## config.mk

```make
export PLATFORM = sky130hd
export DESIGN_NAME = param_counter
export DESIGN_NICKNAME = d
export VERILOG_FILES = /design/src/rtl/param_counter.sv
export SDC_FILE = /design/constraint.sdc
export NUM_CORES = 1
export LEC_CHECK = 0
export ABC_AREA = 0
export ABC_CLOCK_PERIOD_IN_PS = 1850
export CORE_MARGIN = 3
export CORE_UTILIZATION = 45
export DETAILED_ROUTE_END_ITERATION = 7
export MAX_ROUTING_LAYER = met4
export PLACE_DENSITY = 0.78
export SYNTH_ARGS = -nofsm -noshare
export SYNTH_HDL_FRONTEND = slang
export SYNTH_SLANG_ARGS = --single-unit
```

## constraint.sdc

```tcl
create_clock -name clk -period 1.85 [get_ports clk]
set_clock_uncertainty 0.05 [all_clocks]
set_input_delay 0.4625 -clock clk [delete_from_list [all_inputs] [get_ports clk]]
set_output_delay 0.4625 -clock clk [all_outputs]
set_load 0.02 [all_outputs]
```

## src/rtl/param_counter.sv

```systemverilog
// rtl/param_counter.sv - parametrised up/down modulo counter with tc/half pulses and wrap counter
// Optional trace: define PARAM_COUNTER_DISPLAY_EN to print step/wrap/half/load messages.
module param_counter #(
    parameter int     WIDTH    = 8,
    parameter longint MODULUS  = 256,
    parameter int     SATURATE = 0,
    parameter int     WRAPS_W  = 8
) (
    input  logic               clk,
    input  logic               rst_n,
    input  logic               en,
    input  logic               up,
    input  logic               load,
    input  logic [WIDTH-1:0]   load_val,
    output logic [WIDTH-1:0]   count,
    output logic               tc,
    output logic               half,
    output logic [WRAPS_W-1:0] wraps
);

    // One extra bit so MODULUS == 2**WIDTH still fits in the compare constants.
    localparam logic [WIDTH:0] MAX_C  = (WIDTH+1)'(MODULUS - 1);
    localparam logic [WIDTH:0] HALF_C = (WIDTH+1)'(MODULUS / 2);

    logic [WIDTH-1:0]   count_nxt;
    logic               tc_nxt;
    logic               half_nxt;
    logic [WRAPS_W-1:0] wraps_nxt;
    logic               wrapped;
    logic [WIDTH:0]     load_ext;
    logic [WIDTH:0]     load_clamp;
    logic [WIDTH:0]     count_ext;

    assign load_ext   = {1'b0, load_val};
    assign load_clamp = (load_ext > MAX_C) ? MAX_C : load_ext;
    assign count_ext  = {1'b0, count};

    always_comb begin
        count_nxt = count;
        tc_nxt    = 1'b0;
        half_nxt  = 1'b0;
        wraps_nxt = wraps;
        wrapped   = 1'b0;
        if (load) begin
            count_nxt = load_clamp[WIDTH-1:0];
        end else if (en) begin
            if (up) begin
                if (count_ext == MAX_C) begin
                    tc_nxt = 1'b1;
                    if (SATURATE == 0) begin
                        count_nxt = '0;
                        wrapped   = 1'b1;
                    end
                end else begin
                    count_nxt = count + WIDTH'(1);
                end
            end else begin
                if (count == '0) begin
                    tc_nxt = 1'b1;
                    if (SATURATE == 0) begin
                        count_nxt = MAX_C[WIDTH-1:0];
                        wrapped   = 1'b1;
                    end
                end else begin
                    count_nxt = count - WIDTH'(1);
                end
            end
            half_nxt = ({1'b0, count_nxt} == HALF_C);
            // Wrap counter sticks at all-ones instead of rolling over.
            if (wrapped && (wraps != {WRAPS_W{1'b1}}))
                wraps_nxt = wraps + WRAPS_W'(1);
        end
    end

    always_ff @(posedge clk or negedge rst_n) begin
        if (!rst_n) begin
            count <= '0;
            tc    <= 1'b0;
            half  <= 1'b0;
            wraps <= '0;
        end else begin
            count <= count_nxt;
            tc    <= tc_nxt;
            half  <= half_nxt;
            wraps <= wraps_nxt;
`ifdef PARAM_COUNTER_DISPLAY_EN
            if (load) begin
                $display("Load: %0d", count_nxt);
            end else if (en) begin
                $display("Count: %0d (0x%h)", count_nxt, count_nxt);
                if (wrapped)
                    $display("Counter wrapped, wraps=%0d", wraps_nxt);
                if (half_nxt)
                    $display("Halfway point reached!");
            end
`endif
        end
    end

endmodule

```

==> impl_metrics.csv <==
group,metric,value,unit
status,outcome,"finished with violations",
status,violations,"negative setup slack",
pwr,combPwrFrac,45.8,%
clock_tree,cts_root_buf,"clkbuf_4",
pwr,ir_worst_vdd,506.8,µV
setup_path,worst_path_most_repeated_cell,"a211oi_2",
global_route,grt_pass1_wl,6934,µm
finish,nFillCells,166,
setup_path,crit_start,"count[0]",
detailed_routing,via_count,1426,
finish,postLayoutCoreUtil,82.90,%
synth,synthTopCellsByCount,"18 x dfrtp_1, 12 x nand2_1, 8 x nor2_1, 6 x inv_1, 6 x nand3_1",
detailed_routing,wire_per_inst,18.67,µm
timing,relSlewSlack,66.60,%
synth,synth_nets,159,
pwr,power_leakage,0.9927,nW
setup_path,rr_worst_depth,8,
synth,async_flop_share,100.0,%
placement,dp_slack,-421.0,ps
synth,yosys_warnings,0,
synth,ys.flop_type,"dfrtp_1",
placement,dp_hpwl,3169,µm
clock_tree,path_clk_slew,100,ps
pwr,p_sw,0.0004624,W
clock_tree,cts_buffer_depth,2,
timing,rsz0062_at_grt,"true",
floorplanning,row_count,18,
timing,finalHoldViolations,0,
timing,fin_crit,1933,ps
finish,drive_above_1_share,44.66,%
detailed_routing,via_per_inst,6.042,
global_route,grt_remaining_overflow,0,
setup_path,worstSetupStartpointType,"flip-flop",
synth,synth.cell_area,0.001314,mm²
setup_path,cp_max_fo,4,
setup_path,endpoint_kind,"flip-flop",
flow_run,max_cap_viol_count,0,
pwr,total_power,0.001240,W
clock_tree,holdBufCountCts,0,
placement,gp_congestion,1.079,
synth,synth_top_area_cell,"dfrtp_1",
clock_tree,cts_buffers,3,
detailed_routing,dr.pass1.iters,4,
synth,synth_area_leaders,"dfrtp_1 34%, ha_1 3.8%, nand2_1 3.4%, xor2_1 2.7%, mux2_1 2.6%",
timing,max_freq,517.4,MHz
setup_path,slowest_delay,430,ps
synth,synth-seq-cells,18,
setup_path,required,2040,ps
timing,tightest_slew,501.0,ps
setup_path,crit_slowest_cell,"dfrtp_2",
global_route,antenna_found_initial,0,
worst_hold_path,hold_path_class,"in -> async",
floorplanning,die_y,60.03,µm
synth,synth.avg_cell_area,9.252,µm²
finish,area_delta_synth_final,64.86,%
synth,yosysMostFrequentCell,"dfrtp_1",
synth,yosysSeqAreaShare,34.29,%
pwr,power_density,572.6,mW/mm²
placement,port_buffers,30,
floorplanning,core-area,0.002613,mm²
floorplanning,pin_count,31,
global_route,grt.total_usage,26.76,%
setup_path,rr_endpoint,"count[2]",
finish,final_nets,224,
detailed_routing,drc,0,
setup_path,r2r_slack,-80,ps
setup_path,criticalPathCategory,"reg -> reg",
floorplanning,fp.dieArea,0.003604,mm²
setup_path,cp_cell_sequence,"inv_2 -> ha_4 -> nor4b_4 -> buf_4 -> a211oi_2 -> o31a_1 -> a211oi_2 -> a21o_1",
detailed_routing,wl,4406,µm
timing,finalSetupViolCount,11,
pwr,switching_share,37.28,%
clock_tree,ctsHtreeMaxLevel,1,
synth,synth_cells,142,
setup_path,cp.arrival,2130,ps
synth,synth_edf_count,0,
finish,num_antenna_cells,0,
pwr,power_frac_clock,16.4,%
timing,slew_violations,0,
global_route,grt_pass1_vias,1432,
clock_tree,cts_tree,"done",
synth,yosys.cell_types.count,50,
detailed_routing,postRouteAntennaNets,0,
global_route,grt_max_degree,19,
detailed_routing,first_iter_violations,55,
setup_path,r2r-start,"count[0]",
timing,min_period_over_period,104.5,%
pwr,p_seq_share,37.7,%
timing,fin_ws,-82.89,ps
floorplanning,die_w,60.03,µm
clock_tree,cts.sinks,18,
pwr,power.internal,0.0007778,W
setup_path,worstSetupEndpoint,"count[2]",
floorplanning,start_util,50.29,%
clock_tree,clock_latency,290,ps
synth,synth_top_area_share,34.29,%
==> critical path: cells and delay by family (launching register included) <==
kind	cells	cell delay, ps
AO/OA/AOI/OAI	4	680
flip-flops	1	430
AND/OR/NAND/NOR	1	320
buffers and inverters	2	270
adder cells (fa/ha/maj)	1	120
==> routing by layer <==
metal	GRT usage (%)	wire [µm]	vias up
met2	38.73	2165	62
met5	-	0	-
li1	-	-	663
met4	9.177	110	0
met1	36.17	1882	688
met3	6.695	248	13
==> cell families (layout without fill, tap and decap cells) <==
| family | count (synthesis) | after routing | synth area share, % |
|---|---|---|---|
| muxes | 5 | 5 | 4.190 |
| xor gates and xnor gates | 7 | 7 | 4.667 |
| AOI/OAI and AO/OA | 41 | 41 | 21.90 |
| adders and majority gates | 4 | 4 | 3.810 |
| and+or+nand+nor | 53 | 53 | 26.67 |
| buffers and inverters | 14 | 78 | 4.476 |
| DFF | 18 | 18 | 34.29 |
==> per-stage QoR <==
stage | instances | hold slack [ps] | cell area [µm²] | TNS, ps
final | 236 | 428.9 | 2166 | -409.8
after global placement | 229 | 457.1 | 1898 | -4544
after detailed placement | 229 | 479.3 | 1898 | -5248
after floorplan | 142 | 116.9 | 1334 | -194.1
after CTS | 235 | 434.7 | 2088 | -119.5
after global routing | 236 | 440.4 | 2166 | -1575
==> placed cells by master, fill, tap and decap left out, drive strengths merged, types with 2 or more instances in the layout <==
master         Yosys  final
buf                4     38
dfrtp             18     18
clkdlybuf4s50      0     13
dlygate4sd2        0     13
nand2             12     12
nor2               9      9
o21ai              8      8
nand3              6      6
inv                6      6
and3               5      5
a21oi              5      5
clkbuf             4      5
a21o               4      4
nand2b             4      4
xor2               4      4
a31oi              4      4
ha                 4      4
nor4               4      4
mux2               4      4
nor3               3      3
a211oi             3      3
xnor2              3      3
and4               3      3
nor4b              2      2
o21a               2      2
a22o               2      2
o22ai              2      2
a311oi             2      2
dlymetal6s2s       0      2
o221ai             2      2
==> state kept, by name, indices dropped and copies added, names as in the netlist <==
name and cells:
wraps 8, count 8, tc 1, half 1
==> power groups by stage <==
stage                     registers [W]  clock network (W)  logic (W)
final                          0.000468           0.000204   0.000569
after global placement         0.000464                  0   0.000466
after CTS                      0.000466           0.000211   0.000522
after detailed placement       0.000467                  0   0.000477
after global routing           0.000472           0.000229   0.000611
after floorplan                0.000489                  0   0.000205
==> how the worst min path moves through the flow <==
stage,startpoint,end,slack (ps),depth (start not counted)
final,rst_n,wraps[0],430,2
after global routing,rst_n,wraps[0],440,2
after CTS,rst_n,wraps[0],430,2
after detailed placement,wraps[5],wraps[5],480,1
after global placement,wraps[7],wraps[7],460,1
after floorplan,rst_n,count[0],120,0
==> cell type report <==
class / instances / area, µm² / area share (%)
clock buffer: 4 / 26.28 / 1.213
timing repair buffer: 68 / 589.3 / 27.21
inverter: 6 / 22.52 / 1.040
multi-input combinational: 110 / 1031 / 47.60
sequential: 18 / 459.2 / 21.20
tap: 30 / 37.54 / 1.733
==> repair_timing <==
action	in CTS	in global routing
pin swaps	15	9
gates resized for setup	55	18
buffers inserted	4	1
setup endpoints to repair	28	19
No activity file was read; power rests on OpenSTA's default activity.
